===== config.mk =====
export PLATFORM = sky130hd
export DESIGN_NAME = counter_mod_ud
export DESIGN_NICKNAME = d
export VERILOG_FILES = /design/src/rtl/counter_mod_ud.sv
export SDC_FILE = /design/constraint.sdc
export NUM_CORES = 1
export LEC_CHECK = 0
export CAP_MARGIN = 40
export CORE_AREA = 3 3 72 74
export CTS_CLUSTER_SIZE = 16
export DETAILED_ROUTE_END_ITERATION = 12
export DIE_AREA = 0 0 75 77
export PLACE_DENSITY = 0.66
export SLEW_MARGIN = 20
export SYNTH_ARGS = -nofsm -noshare
export SYNTH_HDL_FRONTEND = slang
export SYNTH_SLANG_ARGS = --single-unit
export TNS_END_PERCENT = 20

===== constraint.sdc =====
create_clock -name clk -period 3.8 [get_ports clk]
set_input_delay 0.76 -clock clk [delete_from_list [all_inputs] [get_ports clk]]
set_output_delay 0.76 -clock clk [all_outputs]
set_load 0.03 [all_outputs]

===== src/rtl/counter_mod_ud.sv =====
// Prescaled up/down counter with a runtime terminal value, wrap or saturate at the boundaries,
// a one-cycle terminal-count pulse and sticky overflow/underflow flags.
module counter_mod_ud #(
    parameter int WIDTH = 8,
    parameter int DIV_W = 4
) (
    input  logic             clk,
    input  logic             Reset,
    input  logic             Load,
    input  logic             Enable,
    input  logic             Up_Down,
    input  logic             Sat_Mode,
    input  logic             Clr_Flags,
    input  logic [WIDTH-1:0] Data_In,
    input  logic [WIDTH-1:0] Limit,
    input  logic [DIV_W-1:0] Div,
    output logic [WIDTH-1:0] Out,
    output logic             TC,
    output logic             Ovf,
    output logic             Udf
);

    logic [DIV_W-1:0] pre;
    logic             step;
    logic             up_evt;
    logic             dn_evt;
    logic [WIDTH-1:0] dec;
    logic [WIDTH-1:0] out_nxt;

    // >= rather than == so that shrinking Div below the current phase still produces a step
    assign step = Enable && !Load && (pre >= Div);
    assign dec  = Out - 1'b1;

    always_comb begin
        up_evt  = 1'b0;
        dn_evt  = 1'b0;
        out_nxt = Out;
        if (Load) begin
            out_nxt = (Data_In > Limit) ? Limit : Data_In;
        end else if (step) begin
            if (Up_Down) begin
                if (Out >= Limit) begin
                    up_evt  = 1'b1;
                    out_nxt = Sat_Mode ? Limit : '0;
                end else begin
                    out_nxt = Out + 1'b1;
                end
            end else if (Out == '0) begin
                dn_evt  = 1'b1;
                out_nxt = Sat_Mode ? '0 : Limit;
            end else begin
                out_nxt = (dec > Limit) ? Limit : dec;
            end
        end
    end

    always_ff @(posedge clk or posedge Reset) begin
        if (Reset) begin
            pre <= '0;
            Out <= '0;
            TC  <= 1'b0;
            Ovf <= 1'b0;
            Udf <= 1'b0;
        end else begin
            if (Load || step)
                pre <= '0;
            else if (Enable)
                pre <= pre + 1'b1;
            Out <= out_nxt;
            TC  <= up_evt | dn_evt;
            // a setting event wins over a coincident clear
            Ovf <= up_evt | (Ovf & ~Clr_Flags);
            Udf <= dn_evt | (Udf & ~Clr_Flags);
        end
    end

endmodule


---- Yosys cells after proc, flatten, opt, wreduce, memory -nomap -nowiden ----
Cells that the tools add are included.
word-level totals
  logic and storage cells ................. 44
  flip-flop bits (word level) ............. 15
  output and inout bits ................... 11
  input port bits ......................... 27
cells by class
  reduce and logical (&&, ||, !) cells .... 7
  bitwise logic cells ..................... 6
  $lt $le $gt $ge ......................... 4
  add/sub/neg operators ................... 3
  multiplexer cells ....................... 19
operators with widths
  kind                 count
  $mux 8               9
  $gt 8x8->1           2
  $add 8x1->8 const B  1
  $ge 8x8->1           1
  $logic_not 8->1      1
  $mux 1               8
  $mux 4               2
  $sub 8x1->8 const B  1
  $add 4x1->4 const B  1
  $ge 4x4->1           1
  $reduce_bool 2->1    2
  $or 1x1->1           3
  $and 1x1->1          2
  $logic_and 1x1->1    2
  $logic_not 1->1      1
  $logic_or 1x1->1     1
  $not 1->1            1

---- Depth between registers and ports, before layout ----
  word-level depth ........................ 7
  gate-level depth with buffers ........... 13
  gate-level depth less buffers ........... 12

---- Worst setup path before layout ----
No wires, ideal clock.
  path type ............................... reg-to-reg
  from .................................... reg Out[3]
  to ...................................... reg Out[0]
  stages on the path, launching flop included .. 13
  data required time ...................... 3674 ps
  setup slack ............................. 686 ps
  setup time .............................. 126 ps
  arrival ................................. 2988 ps
  clock period less this slack ............ 3114 ps
  cells stage by stage .................... dfrtp_1 -> clkbuf_1 -> nor4_2 -> nand2_1 -> xnor2_1 -> ha_1 -> nand4_1 -> nor4b_1 -> nand3b_1 -> o21ai_2 -> a221oi_1 -> a211oi_1 -> a221o_1
on the way
  cells in the longest elaborated chain, start to end .. 7
  elaborated cells on any way between the ends .. 10
RTL lines
  item                      RTL line  source
  start: declaration        17        output logic [WIDTH-1:0] Out,
  start signal: assignment  69        Out <= out_nxt;
  $sub 8x1->8               32        assign dec = Out - 1'b1;
  $gt 8x8->1                52        out_nxt = (dec > Limit) ? Limit : dec;
  $mux 8                    52
  $mux 8                    48        end else if (Out == '0) begin
  $mux 8 (*)                41        if (Up_Down) begin
  $mux 8 (*)                40        end else if (step) begin
  $mux 8 (*)                38        if (Load) begin
Mark *: on every way between the ends. The rest lies on a longest branch, timed or not. The select of a mux whose other input is x is not followed.
A chain may end at the register's enable or synchronous reset.

---- Worst setup path after layout ----
  from .................................... reg Out[2]
  to ...................................... reg Out[4]
The elaborated chain is that of the path after synthesis.

==> key figures <==
Run status
  • Status: finished clean

Setup path
  • Critical path's slowest cell: dfrtp_1
  • WP data required: about 4 ns
  • CP Launch Type: flip-flop
  • CP peak stage delay: 0.48 ns
  • Worst r2r src: Out[2]$_DFFE_PP0N_
  • Critical path origin: Out[2]$_DFFE_PP0N_
  • CP cell instances: nor3_1 > nor3b_1 > xor2_1 > ha_1 > nand4_1 > nor4b_1 > nand3b_1 > o21ai_2 > a221oi_1 > a211oi_1 > a221o_1
  • Worst Path Max Fanout: 8
  • Critical path endpoint category: flip-flop
  • Critical path type: reg -> reg
  • Critical path arrival: approximately 3.4 ns

Floorplanning
  • # IOs: 38
  • Die width: 75 µm
  • Row count: 25
  • Area of the core: 4660 µm²
  • Die height: slightly below 80 µm
  • Die Footprint: 5780 µm²
  • Initial core utilization: 0.437

Clocking
  • CTS tree: done
  • CTS Hold Buffers Added: 0
  • Clk Latency, worst-skew pair: 0.25 ns
  • Post-CTS setup buffers: 0
  • CTS buffer count: 3
  • CTS H-tree depth: 1
  • CTS resizes: 0
  • Max Buffers Root-to-Sink: 2
  • Clock root cell: clkbuf_8
  • Number of clock sinks: 15
  • CTS clk-pin slew, worst paths: ~0.06 ns

Finish
  • Core Util, Final: 0.550
  • Layout area overhead: 25.7%
  • Finished Layout Cells: ~340
  • Fraction of layout instances using a drive strength above 1: 0.0767
  • Antenna diodes: 0
  • Fillers: between 400 and 500
  • Nets: roughly 350
  • Final Instance Area: approximately 2600 µm²

STA
  • Max-slew headroom: 0.529
  • Min cycle time layout: approximately 3.3 ns
  • Worst setup margin: ~0.49 ns
  • F_max: 0.303 GHz
  • Final Hold Vio Count: 0
  • Final Skew: between 0.001 and 0.0015 ns
  • Tcrit/Tclk final: 0.870
  • Slew Limit Fails: 0
  • Final setup fails: 0
  • RSZ-0062 raised after global routing: no
  • Setup_tns: 0 ns
  • Slew @ Worst Pin: 0.704 ns

Min path
  • Hold path startpoint: Udf$_DFF_PP0_
  • Hold/Removal Path Class: reg -> reg

Pwr
  • Comb pwr share: 0.596
  • Net Sw Power: around 0.00037 W
  • Max VDD drop: roughly 0.13 mV
  • Sw frac: 0.432
  • Internal Pwr Total: roughly 0.00048 W
  • Clock power share: 0.156
  • Leak: 1.14 nW
  • Seq pwr share: 0.248
  • Power per cell area: about 330 nW/µm²

Job
  • Max-cap violation count: 0

Global route
  • Tot GR Track Use: 0.194
  • First-pass GRT wire length: around 8900 µm
  • Initial antenna violation count: 0
  • GRT overflow: 0
  • Vias in the first global route: 1854
  • Largest net degree at the start of global routing: 19

Detailed routing
  • Remaining DRCs: 0
  • Drt via density: roughly 5.8
  • Remaining antenna violation count: 0
  • WL final: between 5000 and 6000 µm
  • Vias: around 2000
  • First-pass DRT Iterations: 6
  • DR iter-0 viols: 100
  • WL/cell: ~16 µm

Placement
  • Post-Place Cells: ~340
  • Hpwl dp: about 4300 µm
  • Routability congestion estimate: 0.812
  • Pre-CTS setup slack: around 0.27 ns
  • Placed cell area: ~2500 µm²
  • Port Buf Inserts: 37

Synth
  • Post-Syn Area: 2040 µm²
  • Distinct cell type count after synthesis: 45
  • Mapped Nets: between 300 and 400
  • Syn Inst Count: ~250
  • YS warnings: 0
  • Post-Syn Area per Cell: 8.29 µm²
  • Post-synth ARST share: 1.00
  • Number of synthesized flops with an enable pin: 0
  • Post-synth top flop: dfrtp_1
  • Yosys reg bits: 15
  • Sequential-to-total area share from yosys stat: 0.184
==> final timing paths <==
kind                                           end  cells past startpoint  slack (ns)
max in group asynchronous       Out[7]$_DFFE_PP0N_                      2        2.56
worst min register to register       Udf$_DFF_PP0_                      2        0.53
worst max-delay path            Out[4]$_DFFE_PP0N_                     11        0.49
worst min-delay path                 Udf$_DFF_PP0_                      2        0.53
min in group asynchronous       Out[4]$_DFFE_PP0N_                      2        0.87
worst max register to register  Out[4]$_DFFE_PP0N_                     11        0.49
==> synthesized netlist by cell type, drive strengths merged (2+ instances only) <==
master	count	area (µm²)
a211o	2	17.5
a211oi	8	65.1
a21o	3	22.5
a21oi	20	100
a221o	14	140
a221oi	9	96.4
and2	3	18.8
and3	3	18.8
buf	2	8.75
clkbuf	9	33.8
dfrtp	15	375
ha	32	400
inv	21	78.8
mux2	8	90.1
nand2	27	101
nand2b	4	32.5
nand3	16	80.1
nand3b	2	15.0
nand4	3	18.8
nor2	5	18.8
nor3	2	10.0
o21ai	7	38.8
o21bai	2	15.0
o22ai	2	12.5
or2	2	12.5
xnor2	6	52.6
xor2	9	78.8
==> kinds of logic (layout without fill, tap and decap cells) <==
| family | Yosys count | after routing | synth area share |
|---|---|---|---|
| AO/OA/AOI/OAI | 71 | 71 | 0.265 |
| XOR/XNOR | 15 | 15 | 0.0645 |
| adder cells (fa/ha/maj) | 32 | 32 | 0.196 |
| buffers and inverters | 32 | 73 | 0.0595 |
| flip-flops | 15 | 15 | 0.184 |
| multiplexers | 8 | 8 | 0.0442 |
| AND/OR/NAND/NOR | 73 | 73 | 0.186 |
==> cells in the final DEF, fill, tap and decap left out, types with 2 or more instances in the layout <==
master and n:
buf_4 11, xnor2_1 6, clkbuf_8 3, o21bai_1 2, nand2_1 27, nand2b_1 3
and3_1 3, mux2_1 7, dfrtp_1 15, nand4_1 3, clkdlybuf4s50_1 37, nor2_1 5
o21ai_0 5, nand3_1 16, ha_1 32, xor2_1 9, a221oi_1 8, a221o_1 14
a211o_1 2, nor3_1 2, a21o_1 3, and2_1 3, a21oi_1 20, a211oi_1 7
inv_1 21, o22ai_1 2, nand3b_1 2
==> per-layer routing <==
layer / global-route usage / wire [µm] / vias to the layer above
li1: - / - / 1005
met1: 0.264 / 2570 / 903
met2: 0.318 / 2480 / 61
met3: 0.0157 / 299 / 7
met4: 0.0623 / 92 / 0
met5: 0 / 0 / -
==> sequential cells by signal, indices dropped and copies added, names as in the netlist <==
name  cells
Udf       1
Out       8
pre       4
Ovf       1
TC        1
==> cell type report <==
cell class | count | area (µm²) | share of cell area
Timing Repair Buffer | 48 | 453 | 0.177
Clock buffer | 3 | 41.3 | 0.0161
Tap cell | 54 | 67.6 | 0.0264
Sequential cell | 15 | 375 | 0.146
Inverter | 21 | 78.8 | 0.0308
Clock inverter | 1 | 5.00 | 0.00195
Multi-Input combinational cell | 199 | 1540 | 0.602
==> power by group through the flow <==
stage | registers [W] | clock network, W | logic, W
global placement | 0.000212 | 0 | 0.000499
global route | 0.000212 | 0.000140 | 0.000564
finish | 0.000209 | 0.000132 | 0.000503
floorplan | 0.000232 | 0 | 0.000318
CTS | 0.000209 | 0.000137 | 0.000504
detailed placement | 0.000211 | 0 | 0.000503
==> stage by stage <==
stage / total power [W] / hold WS (ns)
2_1_floorplan: 0.000549 / 0.532
3_3_place_gp: 0.000711 / 0.519
3_5_place_dp: 0.000715 / 0.526
4_1_cts: 0.000849 / 0.536
5_1_grt: 0.000916 / 0.568
6_report: 0.000844 / 0.529
==> critical path, delay by kind of cell (launching register included) <==
| family | cells | cell delay, ns |
|---|---|---|
| AND/OR/NAND/NOR | 5 | 1.40 |
| AO/OA/AOI/OAI | 4 | 0.84 |
| flip-flops | 1 | 0.48 |
| adder cells (fa/ha/maj) | 1 | 0.32 |
| XOR/XNOR | 1 | 0.14 |
(Power assumes the default switching activity.)
